===== src/rtl/sram_arbiter.sv =====
// sram_arbiter: shares one Wishbone-style SRAM controller port between the
// instruction-fetch master (m0) and the data master (m1). It forwards one
// registered transaction at a time, returns a single-cycle registered ack
// (with read data) to the granted master, and terminates a transaction with
// an error ack if the controller never completes it.
module sram_arbiter #(
  parameter int PRIORITY_MODE = 0,  // 0: round-robin on a tie, 1: m0 always wins
  parameter int TIMEOUT       = 8   // BUSY cycles before a forced error ack (4..255)
) (
  input  logic        clk,
  input  logic        rst,

  input  logic        m0_stb,
  input  logic [31:0] m0_addr,
  input  logic [3:0]  m0_we,
  input  logic [31:0] m0_din,
  output logic [31:0] m0_dout,
  output logic        m0_ack,
  output logic        m0_err,

  input  logic        m1_stb,
  input  logic [31:0] m1_addr,
  input  logic [3:0]  m1_we,
  input  logic [31:0] m1_din,
  output logic [31:0] m1_dout,
  output logic        m1_ack,
  output logic        m1_err,

  output logic        s_stb,
  output logic [31:0] s_addr,
  output logic [3:0]  s_we,
  output logic [31:0] s_din,
  input  logic [47:0] s_dout,
  input  logic        s_nak
);

  typedef enum logic [1:0] {
    IDLE  = 2'd0,
    ISSUE = 2'd1,
    BUSY  = 2'd2,
    ACK   = 2'd3
  } state_t;

  // Watchdog terminal count: the last BUSY cycle before the forced ack.
  localparam logic [7:0] WDOG_LAST = 8'(TIMEOUT - 1);

  state_t     state;
  logic       grant;       // master owning the current transaction (0: m0, 1: m1)
  logic       last_grant;  // master granted most recently, drives the round-robin tie-break
  logic       nak_seen;    // controller has signalled it is working on the access
  logic [7:0] wdog;        // cycles spent in BUSY

  logic       any_req;
  logic       pick;

  // Upper controller data bits carry nothing the masters can use.
  logic       unused_dout_hi;
  assign unused_dout_hi = ^s_dout[47:32];

  // Winner selection among the current requests; only consumed in IDLE.
  always_comb begin
    any_req = m0_stb | m1_stb;
    pick    = 1'b0;
    if (m0_stb && m1_stb) begin
      pick = (PRIORITY_MODE == 1) ? 1'b0 : ~last_grant;
    end else if (m1_stb) begin
      pick = 1'b1;
    end
  end

  // Transaction sequencer: grant, issue, wait for completion or watchdog, ack.
  always_ff @(posedge clk) begin
    if (rst) begin
      state      <= IDLE;
      grant      <= 1'b0;
      last_grant <= 1'b1;
      nak_seen   <= 1'b0;
      wdog       <= 8'd0;
      s_stb      <= 1'b0;
      s_addr     <= 32'd0;
      s_we       <= 4'd0;
      s_din      <= 32'd0;
      m0_ack     <= 1'b0;
      m1_ack     <= 1'b0;
      m0_err     <= 1'b0;
      m1_err     <= 1'b0;
      m0_dout    <= 32'd0;
      m1_dout    <= 32'd0;
    end else begin
      // ack/err are single-cycle strobes; they are only raised on entry to ACK.
      m0_ack <= 1'b0;
      m1_ack <= 1'b0;
      m0_err <= 1'b0;
      m1_err <= 1'b0;

      case (state)
        IDLE: begin
          if (any_req) begin
            grant      <= pick;
            last_grant <= pick;
            s_addr     <= pick ? m1_addr : m0_addr;
            s_we       <= pick ? m1_we   : m0_we;
            s_din      <= pick ? m1_din  : m0_din;
            s_stb      <= 1'b1;
            state      <= ISSUE;
          end
        end

        ISSUE: begin
          // The controller takes the request in this single strobe cycle.
          s_stb    <= 1'b0;
          nak_seen <= 1'b0;
          wdog     <= 8'd0;
          state    <= BUSY;
        end

        BUSY: begin
          wdog <= wdog + 8'd1;
          if (s_nak) begin
            nak_seen <= 1'b1;
          end
          // Completion is the falling edge of nak; it wins over a same-cycle timeout.
          if (!s_nak && nak_seen) begin
            if (grant) begin
              m1_ack <= 1'b1;
              if (s_we == 4'd0) begin
                m1_dout <= s_dout[31:0];
              end
            end else begin
              m0_ack <= 1'b1;
              if (s_we == 4'd0) begin
                m0_dout <= s_dout[31:0];
              end
            end
            state <= ACK;
          end else if (wdog == WDOG_LAST) begin
            if (grant) begin
              m1_ack <= 1'b1;
              m1_err <= 1'b1;
            end else begin
              m0_ack <= 1'b1;
              m0_err <= 1'b1;
            end
            state <= ACK;
          end
        end

        ACK: begin
          // Requests are not sampled here; a held stb is seen again in IDLE.
          state <= IDLE;
        end

        default: begin
          state <= IDLE;
        end
      endcase
    end
  end

endmodule

===== config.mk =====
export PLATFORM = sky130hd
export DESIGN_NAME = sram_arbiter
export DESIGN_NICKNAME = d
export VERILOG_FILES = /design/src/rtl/sram_arbiter.sv
export SDC_FILE = /design/constraint.sdc
export NUM_CORES = 1
export LEC_CHECK = 0
export CELL_PAD_IN_SITES_DETAIL_PLACEMENT = 0
export CELL_PAD_IN_SITES_GLOBAL_PLACEMENT = 1
export CORE_AREA = 5 5 122 124
export DETAILED_ROUTE_END_ITERATION = 12
export DIE_AREA = 0 0 127 129
export DONT_BUFFER_PORTS = 1
export PLACE_DENSITY = 0.84
export REMOVE_ABC_BUFFERS = 1
export SYNTH_ARGS = -nofsm -noshare
export SYNTH_HDL_FRONTEND = slang
export SYNTH_SLANG_ARGS = --single-unit
export TNS_END_PERCENT = 100

===== constraint.sdc =====
create_clock -name clk -period 4.5 [get_ports clk]
set_clock_uncertainty 0.2 [all_clocks]
set_input_delay 0.675 -clock clk [delete_from_list [all_inputs] [get_ports clk]]
set_output_delay 0.675 -clock clk [all_outputs]
set_load 0.05 [all_outputs]

==> reports/qor.csv <==
metric,value,unit
fin_nets,841,
grt_pass1_wl,24100,um
hold_buffers,0,
final_common_cell,dfxtp_1,
yosysUniqueCellTypes,40,
place_inst,808,
place_congestion,0.851,
final.min_clock_period,2.67,ns
post-route-util,0.492,
synth-xor-area-share,0.00579,
antenna_found_initial,0,
start_util,0.442,
critical_path.startpoint_type,register,
grt.overflow.total,0,
cp_max_fo,32,
yosys_warnings,0,
postSynthCellCount,676,
synth_top_family_by_area,simple AND/OR/NAND/NOR gates,
crit_required,4.60,ns
clock_path_buffers,2,
hold_path_class,in2reg,
setup_viol,0,
power,4.88,mW
vias,4587,
r2r-start,state[0],
pre_cts_slack,1.85,ns
relSlewSlack,0.271,
die_w,127,um
ant_nets,0,
yosys.area_share.simple,0.173,
timing.final.max_slew_violations,0,
whs,0.137,ns
core_area,13700,um2
max_freq,375,MHz
cts_buffers,17,
placed_cell_area,6090,um2
num-fill-cells,1292,
cts_sinks,150,
cts_tree,built,
row_count,43,
p_leak,2.35,nW
wl_per_cell,19.4,um
cp.arrival,2.76,ns
hold_viol_final,0,
worst_r2r_path_depth,7,
hpwl,11900,um
seq_area_frac_synth,0.497,
vdd_drop_max,0.372,mV
synth_compound_area_frac,0.154,
vias_per_cell,5.47,
worstMarginPinSlew,1.09,ns
r2r-end,m0_dout[24],
diodes,0,
cap_violations,0,
htreeDepth,4,
port_buffers,0,
p_per_area,726,nW/um2
clk_pin_slew,0.06,ns
synth_fa_ha_area_frac,0.0103,
final_cell_area,6720,um2
drtIter0Drc,186,
status,completed,
grt_util_all_layers,0.188,
postSynthRegisterBits,150,
reg2reg_slack,1.83,ns
cp-end-kind,register,
grt_max_degree,145,
syn_to_final_growth,11.1,%
timing.critical_path.from,state[0],
die_h,129,um
tns,0,ns
avgSynthCellArea,8.94,um2
dieArea,16400,um2
drive_above_1_share,0.0926,
syn_area,6050,um2
fin_ws,1.83,ns
clk_latency,0.41,ns
io_pins,326,
cts_resized,0,
layout_common_cells,"dfxtp_1, nand2_1, nor2_1",
grt_pass1_vias,4525,
post-cts-setup-buffers,0,
synthMuxAreaShare,0.116,
crit_type,reg2reg,
routed_wl,16300,um
crit_end,m0_dout[24],
drc,0,
final_cells,839,
rsz0062_at_grt,false,
cts_root_buf,clkbuf_16,
drt_first_pass_iters,4,
final.period_utilization,0.592,
-- final cells by class --
| type | instances | area [um2] | area share |
|---|---|---|---|
| Timing Repair Buffer | 7 | 52.6 | 0.00782 |
| Sequential cell | 150 | 3000 | 0.447 |
| Clock inverter | 8 | 146 | 0.0218 |
| Inverter | 4 | 15.0 | 0.00223 |
| Multi-Input combinational cell | 467 | 2800 | 0.417 |
| Tap cell | 180 | 225 | 0.0335 |
| Clock buffer | 23 | 478 | 0.0711 |
-- synth_stat cells, drive strengths merged --
cell type | count | area, um2
o21ai | 3 | 15.0
clkbuf | 35 | 131
nor4b | 2 | 23.8
dfxtp | 150 | 3000
o21a | 2 | 15.0
a31oi | 1 | 6.26
nor2 | 78 | 293
nand3b | 1 | 7.51
nand2 | 134 | 553
buf | 20 | 125
or2 | 1 | 6.26
inv | 4 | 15.0
a21o | 1 | 7.51
a21boi | 1 | 7.51
and4b | 1 | 10.0
a21oi | 72 | 360
nand3 | 1 | 5.00
mux2i | 69 | 691
xor2 | 4 | 35.0
and3 | 1 | 6.26
ha | 5 | 62.6
mux2 | 1 | 11.3
nand2b | 3 | 18.8
nor3 | 4 | 20.0
nand4 | 3 | 18.8
nor2b | 2 | 12.5
or4b | 2 | 23.8
nand4b | 1 | 8.76
o22ai | 1 | 6.26
nor3b | 1 | 7.51
nor4bb | 1 | 10.0
or3 | 3 | 18.8
a211oi | 68 | 510
-- worst min-delay path by stage --
stage                     cells after the start     endpoint     start
after floorplan                               2     nak_seen  nak_seen
after CTS                                     1  m0_dout[11]       rst
after detailed placement                      2     nak_seen  nak_seen
final                                         1  m0_dout[11]       rst
after global placement                        2     nak_seen  nak_seen
after global routing                          1  m0_dout[11]       rst
-- kinds of logic (layout without fill, tap and decap cells) --
| family | Yosys count | after routing |
|---|---|---|
| AOI/OAI and AO/OA | 149 | 149 |
| xor gates and xnor gates | 4 | 4 |
| adders and majority gates | 5 | 5 |
| buffers and inverters | 59 | 42 |
| DFF | 150 | 150 |
| muxes | 70 | 70 |
| and+or+nand+nor | 239 | 239 |
-- critical path: stages (launching register included) --
cell	delay, ns
dfxtp_1	0.32
inv_1	0.11
ha_1	0.37
or4b_4	0.53
or4b_1	0.50
buf_4	0.29
nand2_1	0.13
a21oi_1	0.07
-- routing by layer --
layer | vias to the layer above | track usage | routed length (um)
li1 | 2278 | - | -
met1 | 2056 | 0.200 | 6020
met2 | 226 | 0.326 | 8130
met3 | 27 | 0.0760 | 1680
met4 | 0 | 0.0896 | 439
met5 | - | 0 | 0
-- power by group --
| group | switching (mW) | internal (mW) |
|---|---|---|
| combinational | 0.506 | 0.327 |
| clock | 0.512 | 0.969 |
| sequential | 0.988 | 1.58 |
-- state kept, by name (all words and copies together) (netlist names), 2 cells and up --
register,count
m0_dout,32
state,2
s_we,4
s_din,32
wdog,8
m1_dout,32
s_addr,32
No activity file was read; power rests on OpenSTA's default activity.
